File: src/rtl/tmds_pkg.sv
`default_nettype none
// ============================================================================
// Module   : tmds_pkg
// Purpose  : TMDS control tokens, token-to-ctrl mapping and aligner state enum,
//            shared by the encoder and decoder sides.
// Revision : 1.0 - initial release
// ============================================================================
package tmds_pkg;

    localparam logic [9:0] c_tok_00 = 10'h354;
    localparam logic [9:0] c_tok_01 = 10'h0AB;
    localparam logic [9:0] c_tok_10 = 10'h154;
    localparam logic [9:0] c_tok_11 = 10'h2AB;

    typedef enum logic [0:0] {
        ST_SEARCH = 1'b0,
        ST_LOCKED = 1'b1
    } align_state_t;

    // Returns {hit, ctrl[1:0]}; hit is 0 for any non-token word.
    function automatic logic [2:0] tok_lookup(input logic [9:0] word);
        case (word)
            c_tok_00: return 3'b100;
            c_tok_01: return 3'b101;
            c_tok_10: return 3'b110;
            c_tok_11: return 3'b111;
            default:  return 3'b000;
        endcase
    endfunction

endpackage
`default_nettype wire

File: src/rtl/tmds_word_decode.sv
`default_nettype none
// ============================================================================
// Module   : tmds_word_decode
// Purpose  : Combinational 10-bit TMDS word -> {is_ctl, ctrl, data} decoder.
// Revision : 1.0 - initial release
// ============================================================================
module tmds_word_decode
    import tmds_pkg::*;
(
    input  logic [9:0] i_word,
    output logic       o_is_ctl,
    output logic [1:0] o_ctrl,
    output logic [7:0] o_data
);

    logic [7:0] w_t;
    logic [6:0] w_x;

    assign {o_is_ctl, o_ctrl} = tok_lookup(i_word);

    // Undo the optional inversion, then the XOR/XNOR chain of the encoder.
    assign w_t    = i_word[9] ? ~i_word[7:0] : i_word[7:0];
    assign w_x    = w_t[7:1] ^ w_t[6:0];
    assign o_data = i_word[8] ? {w_x, w_t[0]} : {~w_x, w_t[0]};

endmodule
`default_nettype wire

File: src/rtl/tmds_channel_decoder.sv
`default_nettype none
// ============================================================================
// Module   : tmds_channel_decoder
// Purpose  : Single-channel TMDS word aligner (control-token hunt) and decoder.
//            Optional macro TMDS_DEC_ERR_EN adds o_err / o_err_cnt.
// Revision : 1.0 - initial release
// ============================================================================
module tmds_channel_decoder
    import tmds_pkg::*;
#(
    parameter int LOCK_RUN       = 16,
    parameter int SEARCH_TIMEOUT = 4096,
    parameter int LOSS_WORDS     = 65535
) (
    input  logic        i_pix_clk,
    input  logic        i_rst_n,
    input  logic [9:0]  i_raw,
    output logic [7:0]  o_data,
    output logic [1:0]  o_ctrl,
    output logic        o_de,
    output logic        o_aligned,
    output logic [3:0]  o_offset
`ifdef TMDS_DEC_ERR_EN
    ,
    output logic        o_err,
    output logic [15:0] o_err_cnt
`endif
);

    localparam logic [15:0] c_run_last  = 16'(LOCK_RUN - 1);
    localparam logic [15:0] c_srch_last = 16'(SEARCH_TIMEOUT - 1);
    localparam logic [15:0] c_loss_last = 16'(LOSS_WORDS - 1);

    align_state_t r_state;
    align_state_t w_state_nxt;

    logic [9:0]  r_prev;
    logic [3:0]  r_offset;
    logic [15:0] r_run;
    logic [15:0] r_wcnt;

    logic [19:0] w_window;
    logic [9:0]  w_word;
    logic        w_is_ctl;
    logic [1:0]  w_dec_ctrl;
    logic [7:0]  w_dec_data;

    logic        w_run_done;
    logic        w_cnt_hit;
    logic        w_advance;
    logic        w_locked;
    logic        w_de;
    logic        w_ctl_upd;

    // Stage 1: previous word; the window spans two words so any bit phase fits.
    always_ff @(posedge i_pix_clk or negedge i_rst_n) begin
        if (!i_rst_n) begin
            r_prev <= '0;
        end else begin
            r_prev <= i_raw;
        end
    end

    assign w_window = {i_raw, r_prev};
    assign w_word   = w_window[{1'b0, r_offset} +: 10];

    tmds_word_decode u_word_decode (
        .i_word   (w_word),
        .o_is_ctl (w_is_ctl),
        .o_ctrl   (w_dec_ctrl),
        .o_data   (w_dec_data)
    );

    assign w_run_done = w_is_ctl && (r_run == c_run_last);
    assign w_cnt_hit  = (r_state == ST_SEARCH) ? (r_wcnt == c_srch_last)
                                               : (r_wcnt == c_loss_last);
    assign w_advance  = (r_state == ST_SEARCH) && w_cnt_hit && !w_run_done;

    // Shared word counter: search dwell in SEARCH, loss timer in LOCKED.
    always_ff @(posedge i_pix_clk or negedge i_rst_n) begin
        if (!i_rst_n) begin
            r_run    <= '0;
            r_wcnt   <= '0;
            r_offset <= '0;
        end else if (w_run_done || w_cnt_hit) begin
            r_run  <= '0;
            r_wcnt <= '0;
            if (w_advance) begin
                r_offset <= (r_offset == 4'd9) ? 4'd0 : r_offset + 4'd1;
            end
        end else begin
            r_run  <= w_is_ctl ? r_run + 16'd1 : 16'd0;
            r_wcnt <= r_wcnt + 16'd1;
        end
    end

    always_ff @(posedge i_pix_clk or negedge i_rst_n) begin
        if (!i_rst_n) begin
            r_state <= ST_SEARCH;
        end else begin
            r_state <= w_state_nxt;
        end
    end

    // A run completing together with timer expiry keeps the lock.
    always_comb begin
        w_state_nxt = r_state;
        case (r_state)
            ST_SEARCH: if (w_run_done) w_state_nxt = ST_LOCKED;
            ST_LOCKED: if (w_cnt_hit && !w_run_done) w_state_nxt = ST_SEARCH;
            default:   w_state_nxt = ST_SEARCH;
        endcase
    end

    always_comb begin
        w_locked  = (r_state == ST_LOCKED);
        w_de      = w_locked && !w_is_ctl;
        w_ctl_upd = w_locked && w_is_ctl;
    end

    always_ff @(posedge i_pix_clk or negedge i_rst_n) begin
        if (!i_rst_n) begin
            o_data    <= '0;
            o_ctrl    <= '0;
            o_de      <= 1'b0;
            o_aligned <= 1'b0;
        end else begin
            o_de      <= w_de;
            o_aligned <= w_locked;
            if (w_de) begin
                o_data <= w_dec_data;
            end
            if (w_ctl_upd) begin
                o_ctrl <= w_dec_ctrl;
            end
        end
    end

    assign o_offset = r_offset;

`ifdef TMDS_DEC_ERR_EN
    logic [7:0] w_t;
    logic       w_err;

    assign w_t   = w_word[9] ? ~w_word[7:0] : w_word[7:0];
    assign w_err = w_de && ($countones(w_t[7:1] ^ w_t[6:0]) > 4);

    always_ff @(posedge i_pix_clk or negedge i_rst_n) begin
        if (!i_rst_n) begin
            o_err     <= 1'b0;
            o_err_cnt <= '0;
        end else begin
            o_err <= w_err;
            if (w_err && (o_err_cnt != 16'hFFFF)) begin
                o_err_cnt <= o_err_cnt + 16'd1;
            end
        end
    end
`endif

endmodule
`default_nettype wire

File: config.mk
export PLATFORM = sky130hd
export DESIGN_NAME = tmds_channel_decoder
export DESIGN_NICKNAME = d
export VERILOG_FILES = /design/src/rtl/tmds_pkg.sv /design/src/rtl/tmds_word_decode.sv /design/src/rtl/tmds_channel_decoder.sv
export SDC_FILE = /design/constraint.sdc
export NUM_CORES = 1
export LEC_CHECK = 0
export CORE_UTILIZATION = 55
export CTS_CLUSTER_SIZE = 12
export DETAILED_ROUTE_END_ITERATION = 8
export PLACE_DENSITY = 0.86
export SYNTH_ARGS = -nofsm -noshare
export SYNTH_HDL_FRONTEND = slang
export SYNTH_SLANG_ARGS = --single-unit
File: constraint.sdc
create_clock -name i_pix_clk -period 3.7 [get_ports i_pix_clk]
set_input_delay 0.74 -clock i_pix_clk [delete_from_list [all_inputs] [get_ports i_pix_clk]]
set_output_delay 0.74 -clock i_pix_clk [all_outputs]
set_load 0.01 [all_outputs]
==> reports/metrics.yaml <==
sta:
  clock_skew_ns: 0.00906
  fin_crit_sh: 0.946
  relSlewSlack: 0.234
  tightestPinTransition_ns: 1.15
  rsz0062_at_grt: "no"
  fin_crit_ns: 3.50
  slew_violations: 0
  max_freq_ghz: 0.286
  setup_violations: 0
  hold_slack_ns: 0.472
  hold_violations: 0
  setup_ws_ns: 0.201
logic_synthesis:
  yosys_warnings: 0
  synth.net_count: 348
  synth_area_mm2: 0.00352
  seq_area_frac_synth: 0.420
  synth_seq_cells: 59
  ys_types: 50
  syn_inst: 326
  async_flop_share: 1.00
  synth_top_area_share: 0.420
  synth_top_cell_by_area: "dfrtp_1"
  avgSynthCellArea_um2: 10.8
  synth_ff_type: "dfrtp_1"
  synth.area.top_cells: "dfrtp_1, mux4_2, xor2_1"
  synth_edf_count: 0
flow_run:
  drv_cap: 0
detailed_routing:
  first_iter_violations: 126
  drc: 0
  vias: 2591
  routed_wl_mm: 7.05
  ant_nets: 0
  routedWlPerCell_um: 16.1
  drt_pass1_iterations: 6
  vias_per_cell: 5.93
floorplan:
  core_area_mm2: 0.00606
  rows: 28
  die_h_um: 82.0
  start_util: 0.581
  die_width_um: 82.0
  die-area_mm2: 0.00672
  io-pin-count: 28
cts:
  ctsLongestPathBuffers: 2
  numCtsBuffers: 9
  clk_pin_slew_ns: 0.07
  hold_buffers: 0
  cts_max_level: 3
  clkLatencyLatePin_ns: 0.35
  cts_tree: "built"
  root_buffer: "clkbuf_8"
  cts_sinks: 59
  cts_setup_buffers: 0
  cts_resized: 0
power_and_ir_drop:
  p_leak_nw: 1.70
  power_density_mw_per_mm2: 347
  peakVddDrop_v: 0.000261
global_routing:
  grt_pass1_wl_mm: 12.0
  grt_max_degree: 54
  grt_usage: 0.247
  antenna_found_initial: 0
  overflow: 0
  grt_pass1_vias: 2524
final_layout:
  diodes: 0
  fin_nets: 380
  drive_gt1_frac: 0.149
  area_growth_pct: 15.0
place:
  dp_hpwl_mm: 4.88
  dp_worst_setup_slack_ns: -0.144
  io_buffers: 27
  place_congestion: 0.863
critical_path:
  path_class: "in2reg"
  critPathRequiredTime_ns: 3.90
  critical_path_arrival_ns: 3.70
  worstSetupStartpointType: "input pin"
  cp-end-kind: "register"
  cp_max_fo: 16
status:
  status: "finished clean"
hold_path:
  min_path_type: "reg2reg"
-- worst max-delay path, cell delays in order --
cell and delay, ns:
clkdlybuf4s50_1 0.47, mux4_4 0.65, mux2i_1 0.27, nand2_1 0.09, o21ai_1 0.16, ha_1 0.21
and4_1 0.28, mux2i_4 0.14, o21ai_2 0.57, nor2_1 0.13
-- synthesized netlist by cell type (2+ instances only) --
cell type  number
mux4_2         13
nor2_1         46
inv_1          16
a211oi_1        2
buf_2           3
and4_1          4
buf_6           6
xnor2_1        20
a31oi_1         3
nor4_1          5
nand2_1        23
nand4_1         5
a21oi_1         6
buf_4           2
nor3b_1         3
xor2_1         21
and3_1          3
nor2b_1         5
clkbuf_1        2
mux2_1          3
nand3_1        15
mux2i_1         8
ha_1           10
o21ai_1         2
mux2_2         13
o21ai_0         5
dfrtp_1        59
-- flip-flops by register name, summed over array words and instances, names as in the netlist --
signal,flops
r_run,16
r_wcnt,16
r_prev,10
o_data,8
o_offset,4
o_ctrl,2
o_aligned,1
o_de,1
r_state,1
-- placed cells by master, fill, tap and decap left out, types with 2 or more instances in the layout --
| master | n |
|---|---|
| mux2_2 | 13 |
| o21ai_1 | 2 |
| clkbuf_8 | 10 |
| a21oi_1 | 6 |
| nand3_1 | 15 |
| dfrtp_1 | 59 |
| mux4_2 | 13 |
| nor4_1 | 5 |
| buf_4 | 6 |
| xor2_1 | 21 |
| xnor2_1 | 20 |
| nor2_1 | 46 |
| nand4_1 | 5 |
| nor2b_1 | 5 |
| nand2_1 | 23 |
| clkdlybuf4s50_1 | 26 |
| a31oi_1 | 3 |
| ha_1 | 10 |
| mux2_1 | 3 |
| o21ai_0 | 5 |
| mux2i_1 | 8 |
| and4_1 | 4 |
| nor3b_1 | 3 |
| a211oi_1 | 2 |
| inv_1 | 16 |
| buf_12 | 2 |
| and3_1 | 3 |
-- layout make-up --
| cell class | instances | area (um^2) |
|---|---|---|
| Sequential cell | 59 | 1480 |
| Clock inverter | 4 | 51.3 |
| Fill cell | 463 | 2010 |
| Inverter | 17 | 63.8 |
| Multi-Input combinational cell | 236 | 1870 |
| Clock buffer | 11 | 141 |
| Timing Repair Buffer | 35 | 350 |
| Tap cell | 75 | 93.8 |
-- where the power goes --
group          internal, mW  switching (mW)
clock                 0.325           0.257
sequential            0.665          0.0120
combinational        0.0787          0.0661
total                  1.07           0.335
-- through the flow --
step	cell area (um^2)	cells	TNS [ns]	utilization	power, mW
6_report	4050	437	0	0.668	1.40
5_1_grt	4050	437	0	0.668	1.46
4_1_cts	4050	437	0	0.668	1.42
3_5_place_dp	3850	422	-2.26	0.636	0.833
3_3_place_gp	3850	422	0	0.636	0.828
2_1_floorplan	3520	326	0	-	0.757
-- path summary, 6_finish.rpt --
check / from / to / slack [ns] / cells past startpoint
worst max-delay path: i_raw[7] / r_wcnt[3]$_DFF_PN0_ / 0.20 / 10
worst min-delay path: r_run[0]$_DFF_PN0_ / r_run[0]$_DFF_PN0_ / 0.47 / 1
worst max register to register: o_offset[0]$_DFFE_PN0P_ / r_wcnt[3]$_DFF_PN0_ / 0.40 / 11
worst min register to register: r_run[0]$_DFF_PN0_ / r_run[0]$_DFF_PN0_ / 0.47 / 1
max in group asynchronous: i_rst_n / r_wcnt[5]$_DFF_PN0_ / 2.33 / 2
min in group asynchronous: i_rst_n / r_prev[5]$_DFF_PN0_ / 0.62 / 1
-- logic make-up (layout without fill, tap and decap cells) --
group | after synthesis | count (layout) | synth area share
and+or+nand+nor | 115 | 115 | 0.157
DFF | 59 | 59 | 0.420
xor gates and xnor gates | 41 | 41 | 0.102
muxes | 40 | 40 | 0.178
buffers and inverters | 31 | 67 | 0.0491
AOI/OAI and AO/OA | 30 | 30 | 0.0587
adders and majority gates | 10 | 10 | 0.0356
-- layer usage --
metal | up-vias | wire length (um) | global-route usage
li1 | 1207 | - | -
met1 | 1304 | 3170 | 0.312
met2 | 69 | 3420 | 0.401
met3 | 11 | 359 | 0.0700
met4 | 0 | 107 | 0.0912
met5 | - | 0 | 0
(Power assumes the default switching activity.)
